`src/rtl/darkriscv_data_bridge_if.sv`:
```
// Bus bundle between the darkriscv data port, the bridge and the data memory.
// The bridge uses the slave view; the surrounding environment uses the master view.
interface darkriscv_data_bridge_if;
    logic [31:0] core_addr;
    logic [31:0] core_wdata;
    logic [2:0]  core_dlen;
    logic        core_rd;
    logic        core_wr;
    logic [31:0] core_rdata;
    logic        core_hlt;
    logic        mem_read;
    logic        mem_write;
    logic [31:0] mem_addr;
    logic [31:0] mem_wdata;
    logic [31:0] mem_rdata;
    logic        mem_response;
    logic        err_misalign;
    logic        err_timeout;

    modport slave (
        input  core_addr, core_wdata, core_dlen, core_rd, core_wr,
        input  mem_rdata, mem_response,
        output core_rdata, core_hlt,
        output mem_read, mem_write, mem_addr, mem_wdata,
        output err_misalign, err_timeout
    );

    modport master (
        output core_addr, core_wdata, core_dlen, core_rd, core_wr,
        output mem_rdata, mem_response,
        input  core_rdata, core_hlt,
        input  mem_read, mem_write, mem_addr, mem_wdata,
        input  err_misalign, err_timeout
    );
endinterface

```
`src/rtl/darkriscv_data_bridge.sv`:
```
// Data-side bridge for darkriscv: holds memory requests until mem_response, stalls the core
// through HLT, and performs sub-word stores as read-modify-write on the word-only port.
module darkriscv_data_bridge #(
    parameter int unsigned TIMEOUT_CYCLES = 1024,
    parameter logic [31:0] ERR_DATA       = 32'hDEADBEEF
) (
    input logic                    clk,
    input logic                    reset,
    darkriscv_data_bridge_if.slave bus
);

    localparam int unsigned      CNT_W    = $clog2(TIMEOUT_CYCLES) + 1;
    localparam logic [CNT_W-1:0] CNT_LAST = CNT_W'(TIMEOUT_CYCLES - 1);
    localparam logic [CNT_W-1:0] CNT_ONE  = CNT_W'(1);

    typedef enum logic [2:0] {
        ST_IDLE   = 3'd0,
        ST_READ   = 3'd1,
        ST_RMW_RD = 3'd2,
        ST_WRITE  = 3'd3,
        ST_DONE   = 3'd4
    } state_e;

    function automatic logic [3:0] byte_enable(input logic [2:0] dlen, input logic [1:0] a);
        logic [3:0] be;
        case (dlen)
            3'd1:    be = 4'b0001 << a;
            3'd2:    be = 4'b0011 << a;
            default: be = 4'b1111;
        endcase
        return be;
    endfunction

    function automatic logic is_misaligned(input logic [2:0] dlen, input logic [1:0] a);
        logic mis;
        case (dlen)
            3'd1:    mis = 1'b0;
            3'd2:    mis = a[0];
            default: mis = (a != 2'b00);
        endcase
        return mis;
    endfunction

    function automatic logic [31:0] merge_bytes(input logic [31:0] old_w, input logic [31:0] new_w,
                                                input logic [3:0] be);
        logic [31:0] m;
        for (int i = 0; i < 4; i++) begin
            m[8*i +: 8] = be[i] ? new_w[8*i +: 8] : old_w[8*i +: 8];
        end
        return m;
    endfunction

    state_e           state_q, state_d;
    logic             mem_read_q, mem_read_d;
    logic             mem_write_q, mem_write_d;
    logic [31:0]      mem_addr_q, mem_addr_d;
    logic [31:0]      mem_wdata_q, mem_wdata_d;
    logic [31:0]      core_rdata_q, core_rdata_d;
    logic             err_misalign_q, err_misalign_d;
    logic             err_timeout_q, err_timeout_d;
    logic [3:0]       be_q, be_d;
    logic [31:0]      wdata_q, wdata_d;
    logic [CNT_W-1:0] cnt_q, cnt_d;

    logic       req_s;
    logic [3:0] be_s;
    logic       misalign_s;
    logic       timeout_s;

    assign req_s      = bus.core_rd | bus.core_wr;
    assign be_s       = byte_enable(bus.core_dlen, bus.core_addr[1:0]);
    assign misalign_s = is_misaligned(bus.core_dlen, bus.core_addr[1:0]);
    assign timeout_s  = (cnt_q == CNT_LAST);

    // Next-state and next-output computation for the access sequencer.
    always_comb begin
        state_d        = state_q;
        mem_read_d     = mem_read_q;
        mem_write_d    = mem_write_q;
        mem_addr_d     = mem_addr_q;
        mem_wdata_d    = mem_wdata_q;
        core_rdata_d   = core_rdata_q;
        err_misalign_d = 1'b0;
        err_timeout_d  = 1'b0;
        be_d           = be_q;
        wdata_d        = wdata_q;
        cnt_d          = cnt_q;
        case (state_q)
            ST_IDLE: begin
                if (req_s) begin
                    mem_addr_d = {bus.core_addr[31:2], 2'b00};
                    cnt_d      = '0;
                    if (misalign_s) begin
                        state_d        = ST_DONE;
                        err_misalign_d = 1'b1;
                        core_rdata_d   = 32'h0000_0000;
                    end else if (bus.core_wr) begin
                        if (be_s == 4'hF) begin
                            state_d     = ST_WRITE;
                            mem_write_d = 1'b1;
                            mem_wdata_d = bus.core_wdata;
                        end else begin
                            state_d    = ST_RMW_RD;
                            mem_read_d = 1'b1;
                            be_d       = be_s;
                            wdata_d    = bus.core_wdata;
                        end
                    end else begin
                        state_d    = ST_READ;
                        mem_read_d = 1'b1;
                    end
                end else begin
                    state_d = ST_IDLE;
                end
            end
            ST_READ: begin
                cnt_d = cnt_q + CNT_ONE;
                if (bus.mem_response) begin
                    core_rdata_d = bus.mem_rdata;
                    mem_read_d   = 1'b0;
                    state_d      = ST_DONE;
                end else if (timeout_s) begin
                    core_rdata_d  = ERR_DATA;
                    mem_read_d    = 1'b0;
                    err_timeout_d = 1'b1;
                    state_d       = ST_DONE;
                end else begin
                    state_d = ST_READ;
                end
            end
            // Read half of a sub-word store; the write is launched on the same edge.
            ST_RMW_RD: begin
                cnt_d = cnt_q + CNT_ONE;
                if (bus.mem_response) begin
                    mem_wdata_d = merge_bytes(bus.mem_rdata, wdata_q, be_q);
                    mem_read_d  = 1'b0;
                    mem_write_d = 1'b1;
                    state_d     = ST_WRITE;
                end else if (timeout_s) begin
                    mem_read_d    = 1'b0;
                    err_timeout_d = 1'b1;
                    state_d       = ST_DONE;
                end else begin
                    state_d = ST_RMW_RD;
                end
            end
            ST_WRITE: begin
                cnt_d = cnt_q + CNT_ONE;
                if (bus.mem_response) begin
                    mem_write_d = 1'b0;
                    state_d     = ST_DONE;
                end else if (timeout_s) begin
                    mem_write_d   = 1'b0;
                    err_timeout_d = 1'b1;
                    state_d       = ST_DONE;
                end else begin
                    state_d = ST_WRITE;
                end
            end
            ST_DONE: begin
                state_d = ST_IDLE;
            end
            default: begin
                state_d     = ST_IDLE;
                mem_read_d  = 1'b0;
                mem_write_d = 1'b0;
            end
        endcase
    end

    // State and registered-output flops; reset drops any pending memory request at once.
    always_ff @(posedge clk or posedge reset) begin
        if (reset) begin
            state_q        <= ST_IDLE;
            mem_read_q     <= 1'b0;
            mem_write_q    <= 1'b0;
            mem_addr_q     <= 32'h0000_0000;
            mem_wdata_q    <= 32'h0000_0000;
            core_rdata_q   <= 32'h0000_0000;
            err_misalign_q <= 1'b0;
            err_timeout_q  <= 1'b0;
            be_q           <= 4'h0;
            wdata_q        <= 32'h0000_0000;
            cnt_q          <= '0;
        end else begin
            state_q        <= state_d;
            mem_read_q     <= mem_read_d;
            mem_write_q    <= mem_write_d;
            mem_addr_q     <= mem_addr_d;
            mem_wdata_q    <= mem_wdata_d;
            core_rdata_q   <= core_rdata_d;
            err_misalign_q <= err_misalign_d;
            err_timeout_q  <= err_timeout_d;
            be_q           <= be_d;
            wdata_q        <= wdata_d;
            cnt_q          <= cnt_d;
        end
    end

    // HLT must react in the request cycle itself, so it is decoded from the live inputs.
    assign bus.core_hlt = ((state_q == ST_IDLE) && req_s) ||
                          ((state_q != ST_IDLE) && (state_q != ST_DONE));

    assign bus.mem_read     = mem_read_q;
    assign bus.mem_write    = mem_write_q;
    assign bus.mem_addr     = mem_addr_q;
    assign bus.mem_wdata    = mem_wdata_q;
    assign bus.core_rdata   = core_rdata_q;
    assign bus.err_misalign = err_misalign_q;
    assign bus.err_timeout  = err_timeout_q;

endmodule

```
`src/flat_wrapper.sv`:
```
// flat-port wrapper written by rule: the top's interface ports become plain ports
module darkriscv_data_bridge_flat 
#(
    parameter int unsigned TIMEOUT_CYCLES = 1024,
    parameter logic [31:0] ERR_DATA       = 32'hDEADBEEF
)
  (clk, reset, bus_core_addr, bus_core_wdata, bus_core_dlen, bus_core_rd, bus_core_wr, bus_mem_rdata, bus_mem_response, bus_core_rdata, bus_core_hlt, bus_mem_read, bus_mem_write, bus_mem_addr, bus_mem_wdata, bus_err_misalign, bus_err_timeout);
  darkriscv_data_bridge_if bus_i ();
  input logic clk;
  input logic reset;
  input wire logic [$bits(bus_i.core_addr)-1:0] bus_core_addr;
  input wire logic [$bits(bus_i.core_wdata)-1:0] bus_core_wdata;
  input wire logic [$bits(bus_i.core_dlen)-1:0] bus_core_dlen;
  input wire logic [$bits(bus_i.core_rd)-1:0] bus_core_rd;
  input wire logic [$bits(bus_i.core_wr)-1:0] bus_core_wr;
  input wire logic [$bits(bus_i.mem_rdata)-1:0] bus_mem_rdata;
  input wire logic [$bits(bus_i.mem_response)-1:0] bus_mem_response;
  output wire logic [$bits(bus_i.core_rdata)-1:0] bus_core_rdata;
  output wire logic [$bits(bus_i.core_hlt)-1:0] bus_core_hlt;
  output wire logic [$bits(bus_i.mem_read)-1:0] bus_mem_read;
  output wire logic [$bits(bus_i.mem_write)-1:0] bus_mem_write;
  output wire logic [$bits(bus_i.mem_addr)-1:0] bus_mem_addr;
  output wire logic [$bits(bus_i.mem_wdata)-1:0] bus_mem_wdata;
  output wire logic [$bits(bus_i.err_misalign)-1:0] bus_err_misalign;
  output wire logic [$bits(bus_i.err_timeout)-1:0] bus_err_timeout;
  assign bus_i.core_addr = bus_core_addr;
  assign bus_i.core_wdata = bus_core_wdata;
  assign bus_i.core_dlen = bus_core_dlen;
  assign bus_i.core_rd = bus_core_rd;
  assign bus_i.core_wr = bus_core_wr;
  assign bus_i.mem_rdata = bus_mem_rdata;
  assign bus_i.mem_response = bus_mem_response;
  assign bus_core_rdata = bus_i.core_rdata;
  assign bus_core_hlt = bus_i.core_hlt;
  assign bus_mem_read = bus_i.mem_read;
  assign bus_mem_write = bus_i.mem_write;
  assign bus_mem_addr = bus_i.mem_addr;
  assign bus_mem_wdata = bus_i.mem_wdata;
  assign bus_err_misalign = bus_i.err_misalign;
  assign bus_err_timeout = bus_i.err_timeout;
  darkriscv_data_bridge #(.TIMEOUT_CYCLES(TIMEOUT_CYCLES), .ERR_DATA(ERR_DATA)) u_core (.clk(clk), .reset(reset), .bus(bus_i));
endmodule
```
`config.mk`:
```
export PLATFORM = sky130hd
export DESIGN_NAME = darkriscv_data_bridge_flat
export DESIGN_NICKNAME = d
export VERILOG_FILES = /design/src/rtl/darkriscv_data_bridge_if.sv /design/src/rtl/darkriscv_data_bridge.sv /design/src/flat_wrapper.sv
export SDC_FILE = /design/constraint.sdc
export NUM_CORES = 1
export LEC_CHECK = 0
export ABC_AREA = 0
export CAP_MARGIN = 20
export CORE_ASPECT_RATIO = 1.1
export CORE_MARGIN = 5
export CORE_UTILIZATION = 50
export CTS_BUF_LIST = sky130_fd_sc_hd__clkbuf_16
export DETAILED_ROUTE_END_ITERATION = 7
export PLACE_DENSITY = 0.87
export SLEW_MARGIN = 20
export SYNTH_ARGS = -nofsm -noshare
export SYNTH_HDL_FRONTEND = slang
export SYNTH_SLANG_ARGS = --single-unit
```
`constraint.sdc`:
```
create_clock -name clk -period 13.3 [get_ports clk]
set_input_delay 1.33 -clock clk [delete_from_list [all_inputs] [get_ports clk]]
set_output_delay 1.33 -clock clk [all_outputs]
set_load 0.01 [all_outputs]
```
* Yosys cells after proc, flatten, opt, wreduce, memory -nomap -nowiden
Index checks and enable logic that the tools add are counted.
** Operators by class
- Add/subtract/negate cells :: 1
- Equal/unequal tests :: 19
- Shift operators :: 2
- Mux-type cells :: 49
- Bitwise gates (word level) :: 5
- Reductions and logical operators :: 20
** Operators with widths (number)
- $mux 32 :: 9
- $pmux 32 s2 :: 2
- $mux 8 :: 4
- $mux 3 :: 8
- $pmux 11 s2 :: 1
- $mux 1 :: 18
- $pmux 3 s4 :: 1
- $add 11x1->11 const B :: 1
- $eq 11x10->1 const B :: 1
- $mux 11 :: 1
- $reduce_and 5->1 :: 2
- $eq 3x2->1 const B :: 3
- $pmux 4 s2 :: 1
- $reduce_bool 2->1 :: 4
- $reduce_and 7->1 :: 1
- $eq 3x1->1 const B :: 2
- $ne 2x1->1 const B :: 3
- $ne 2x2->1 const B :: 3
- $ne 3x2->1 const B :: 2
- $ne 3x3->1 const B :: 2
- $reduce_and 6->1 :: 1
- $reduce_or 2->1 :: 3
- $eq 4x4->1 const B :: 1
- $not 1->1 :: 4
- other kinds (16) :: 18
** Word-level totals
- Register bits after elaboration :: 148

* Depth between registers and ports, before layout
- Depth after elaboration :: 8
- Gate-level depth with buffers :: 8
- Gate-level depth less buffers :: 6

* Worst setup path before layout
Ideal clock, no wire load.
- Path type :: input-to-output
- Start point :: input port bus_core_rd
- End point :: output port bus_core_hlt
- Data arrival time :: 1.633 ns
- Required time :: 11.970 ns
- Path slack :: 10.337 ns
- Stages :: 2
- Path buffers :: 0
- Path through :: o21bai_1 > nand2_1
** Between the ends
- Cells in the longest elaborated chain, start to end :: 3
** Ends and longest elaborated chain
- start: declaration :: line flat_wrapper.sv:14 : input wire logic [$bits(bus_i.core_rd)-1:0] bus_core_rd;
- $or 1x1->1 :: line darkriscv_data_bridge.sv:70 : assign req_s = bus.core_rd | bus.core_wr;
- $logic_and 1x1->1 :: line darkriscv_data_bridge.sv:201 : assign bus.core_hlt = ((state_q == ST_IDLE) && req_s) ||
- $logic_or 1x1->1 :: line darkriscv_data_bridge.sv:201
- end: declaration :: line flat_wrapper.sv:19 : output wire logic [$bits(bus_i.core_hlt)-1:0] bus_core_hlt;
Every way passes these cells.

* Worst setup path in the final report
- Start point :: input port bus_core_wr
- End point :: output port bus_core_hlt
** Between the ends
- Cells in the longest elaborated chain, start to end :: 3
** Ends and longest elaborated chain
- start: declaration :: line flat_wrapper.sv:15 : input wire logic [$bits(bus_i.core_wr)-1:0] bus_core_wr;
- $or 1x1->1 :: line darkriscv_data_bridge.sv:70
- $logic_and 1x1->1 :: line darkriscv_data_bridge.sv:201
- $logic_or 1x1->1 :: line darkriscv_data_bridge.sv:201
Every way passes these cells.

==> flow_summary.json <==
{
  "relSlewSlack_pct": 37.8,
  "dpl_worst_slack_ns": 9.15,
  "avgRoutedWirePerCell_um": 19.7,
  "hold_violations": 0,
  "ys_warn_count": 0,
  "gp_congestion": 0.845,
  "net-switching-power_uw": 708,
  "post_cts_buffers": 0,
  "drtIter0Drc": 389,
  "nets": 876,
  "layout_common_cells": "clkdlybuf4s50_1, dfrtp_1, nand2_1",
  "p_int_uw": 1440,
  "vias": 5382,
  "fin_skew_ns": 0.00680,
  "hp-class": "reg2reg",
  "dieWidth_um": 119,
  "ys.flop_type": "dfrtp_1",
  "grt_pass1_vias": 5765,
  "coreArea_um2": 12800,
  "period_minus_slack_ns": 4.06,
  "met3_length_um": 1760,
  "hold_buffers": 0,
  "syn-cell-area_um2": 6560,
  "switching_share_pct": 33.0,
  "numCtsBuffers": 17,
  "post-synth-top-area-cell": "dfrtp_1",
  "end_kind": "output port",
  "wl_um": 18600,
  "clkSinkCount": 148,
  "grt_first_pass_wirelength_um": 29700,
  "pwr-share-clk_pct": 22.7,
  "finalPower_uw": 2140,
  "tightest_slew_ns": 0.933,
  "cts_resized": 0,
  "drv_slew": 0,
  "drt-met1-wl_um": 7180,
  "synth_edf_count": 0,
  "overflow": 0,
  "ys_types": 45,
  "cp-start-kind": "input port",
  "clk_pin_slew_ns": 0.06,
  "rows": 43,
  "met2_wirelength_um": 9090,
  "clock_latency_ns": 0.42,
  "antenna_found_initial": 0,
  "dp_hpwl_um": 13000,
  "first_pass_iters": 4,
  "power.share.sequential_pct": 37.1,
  "arrival_ns": 2.73,
  "setup_viol": 0,
  "post-route-period-util_pct": 30.5,
  "status": "completed",
  "synth_top_area_share_pct": 56.5,
  "cts-root-buf": "clkbuf_16",
  "num_io_pins": 205,
  "die_h_um": 130,
  "start_util_pct": 51.4,
  "portBuffers": 202,
  "ant_nets": 0,
  "path_class": "in2out",
  "netlist_instances": 576,
  "antenna_cells": 0,
  "drive_gt1_share_pct": 17.3,
  "power.density_nw_per_um2": 231,
  "ir_drop_v": 0.000126,
  "drc_errors": 0,
  "postSynthAreaPerCell_um2": 11.4,
  "layout_commonest_cell": "clkdlybuf4s50_1",
  "ys_seq_elements": 148,
  "p_comb_share_pct": 40.2,
  "fin_ws_ns": 9.24,
  "grt_usage_pct": 24.4,
  "rsz0062_at_grt": "false",
  "fin_tns_setup_ns": 0,
  "critical_path_required_ns": 11.97,
  "power_leakage_uw": 0.00417,
  "dieArea_um2": 15500,
  "clk_path_buf_depth": 2,
  "top_layer_used": "met4",
  "cts_tree": "done",
  "clock.fmax_mhz": 246,
  "cp_max_fo": 6,
  "ys_seq_area_share_pct": 56.5,
  "synth_area_leaders": "dfrtp_1, mux2_2, nand2_1",
  "via_per_inst": 5.72,
  "grt_max_degree": 77,
  "htreeDepth": 4,
  "async_flop_share_pct": 100,
  "cap_viol_max_count": 0,
  "syn_to_final_growth_pct": 41.8
}
## synthesized netlist by cell type, types with 5 or more instances
library cell	count
o21ai_0	42
buf_1	7
inv_1	8
o221a_2	24
clkbuf_1	18
a21oi_1	5
nand2_1	135
a22o_1	8
nand3_1	9
mux2i_1	34
mux2_2	66
dfrtp_1	148
nor2_1	17
## per-layer routing
layer  track usage [%]  vias up
met5                 0        -
met4              10.6        0
met3              9.62       41
met2              41.0      243
met1              27.7     2692
li1                  -     2406
## final timing paths
check | from | to | slack (ns) | depth (start not counted)
worst min-delay path | u_core.bus.mem_addr[8]$_DFFE_PP0P_ | u_core.bus.mem_addr[8]$_DFFE_PP0P_ | 0.47 | 2
worst max register to register | u_core.state_q[2]$_DFF_PP0_ | u_core.wdata_q[1]$_DFFE_PP0P_ | 10.47 | 5
worst max-delay path | bus_core_wr | bus_core_hlt | 9.24 | 4
worst min register to register | u_core.bus.mem_addr[8]$_DFFE_PP0P_ | u_core.bus.mem_addr[8]$_DFFE_PP0P_ | 0.47 | 2
max in group asynchronous | reset | u_core.bus.core_rdata[23]$_DFFE_PP0P_ | 10.48 | 3
min in group asynchronous | reset | u_core.bus.mem_addr[29]$_DFFE_PP0P_ | 1.38 | 2
## critical path: stages
cell	delay [ns]
clkdlybuf4s50_1	0.52
o21bai_1	0.29
nand2_1	0.09
clkdlybuf4s50_1	0.50
## power groups by stage
stage	combinational [µW]	clock, µW	sequential (µW)
after global placement	826	0	784
after detailed placement	859	0	798
final	862	488	795
after global routing	933	514	819
after CTS	865	492	793
after floorplan	421	0	802
## cells by family after synthesis
kind of cell,after synthesis,share of synthesized area [%]
AOI/OAI and AO/OA,98,11.3
adders and majority gates,1,0.191
buffers and inverters,42,2.94
and+or+nand+nor,180,11.7
other,1,0.0572
muxes,100,16.5
xor gates and xnor gates,6,0.801
DFF,148,56.5
## per-stage QoR
| step | util, % | hold WS [ns] | instance area, µm² | cells |
|---|---|---|---|---|
| floorplan | - | 0.441 | 6560 | 577 |
| global placement | 68.0 | 0.457 | 8680 | 908 |
| detailed placement | 68.1 | 0.464 | 8680 | 908 |
| CTS | 72.7 | 0.477 | 9280 | 940 |
| global route | 72.9 | 0.493 | 9300 | 941 |
| finish | 72.9 | 0.473 | 9300 | 941 |
## area by class of cell
type	instances	area (µm²)
sequential	148	3700
fill	877	3450
multi-input combinational	387	2680
timing repair buffer	209	2090
clock buffer	17	425
tap	157	196
clock inverter	15	173
inverter	8	35.0
## sequential cells by signal (all words and copies together) (netlist names)
name	cells
u_core.bus.mem_wdata	32
u_core.bus.core_rdata	32
u_core.bus.err_misalign	1
u_core.be_q	4
u_core.wdata_q	32
u_core.state_q	3
u_core.bus.mem_read	1
u_core.bus.err_timeout	1
u_core.bus.mem_write	1
u_core.bus.mem_addr	30
u_core.cnt_q	11
Power figures use the tool's default switching activity.
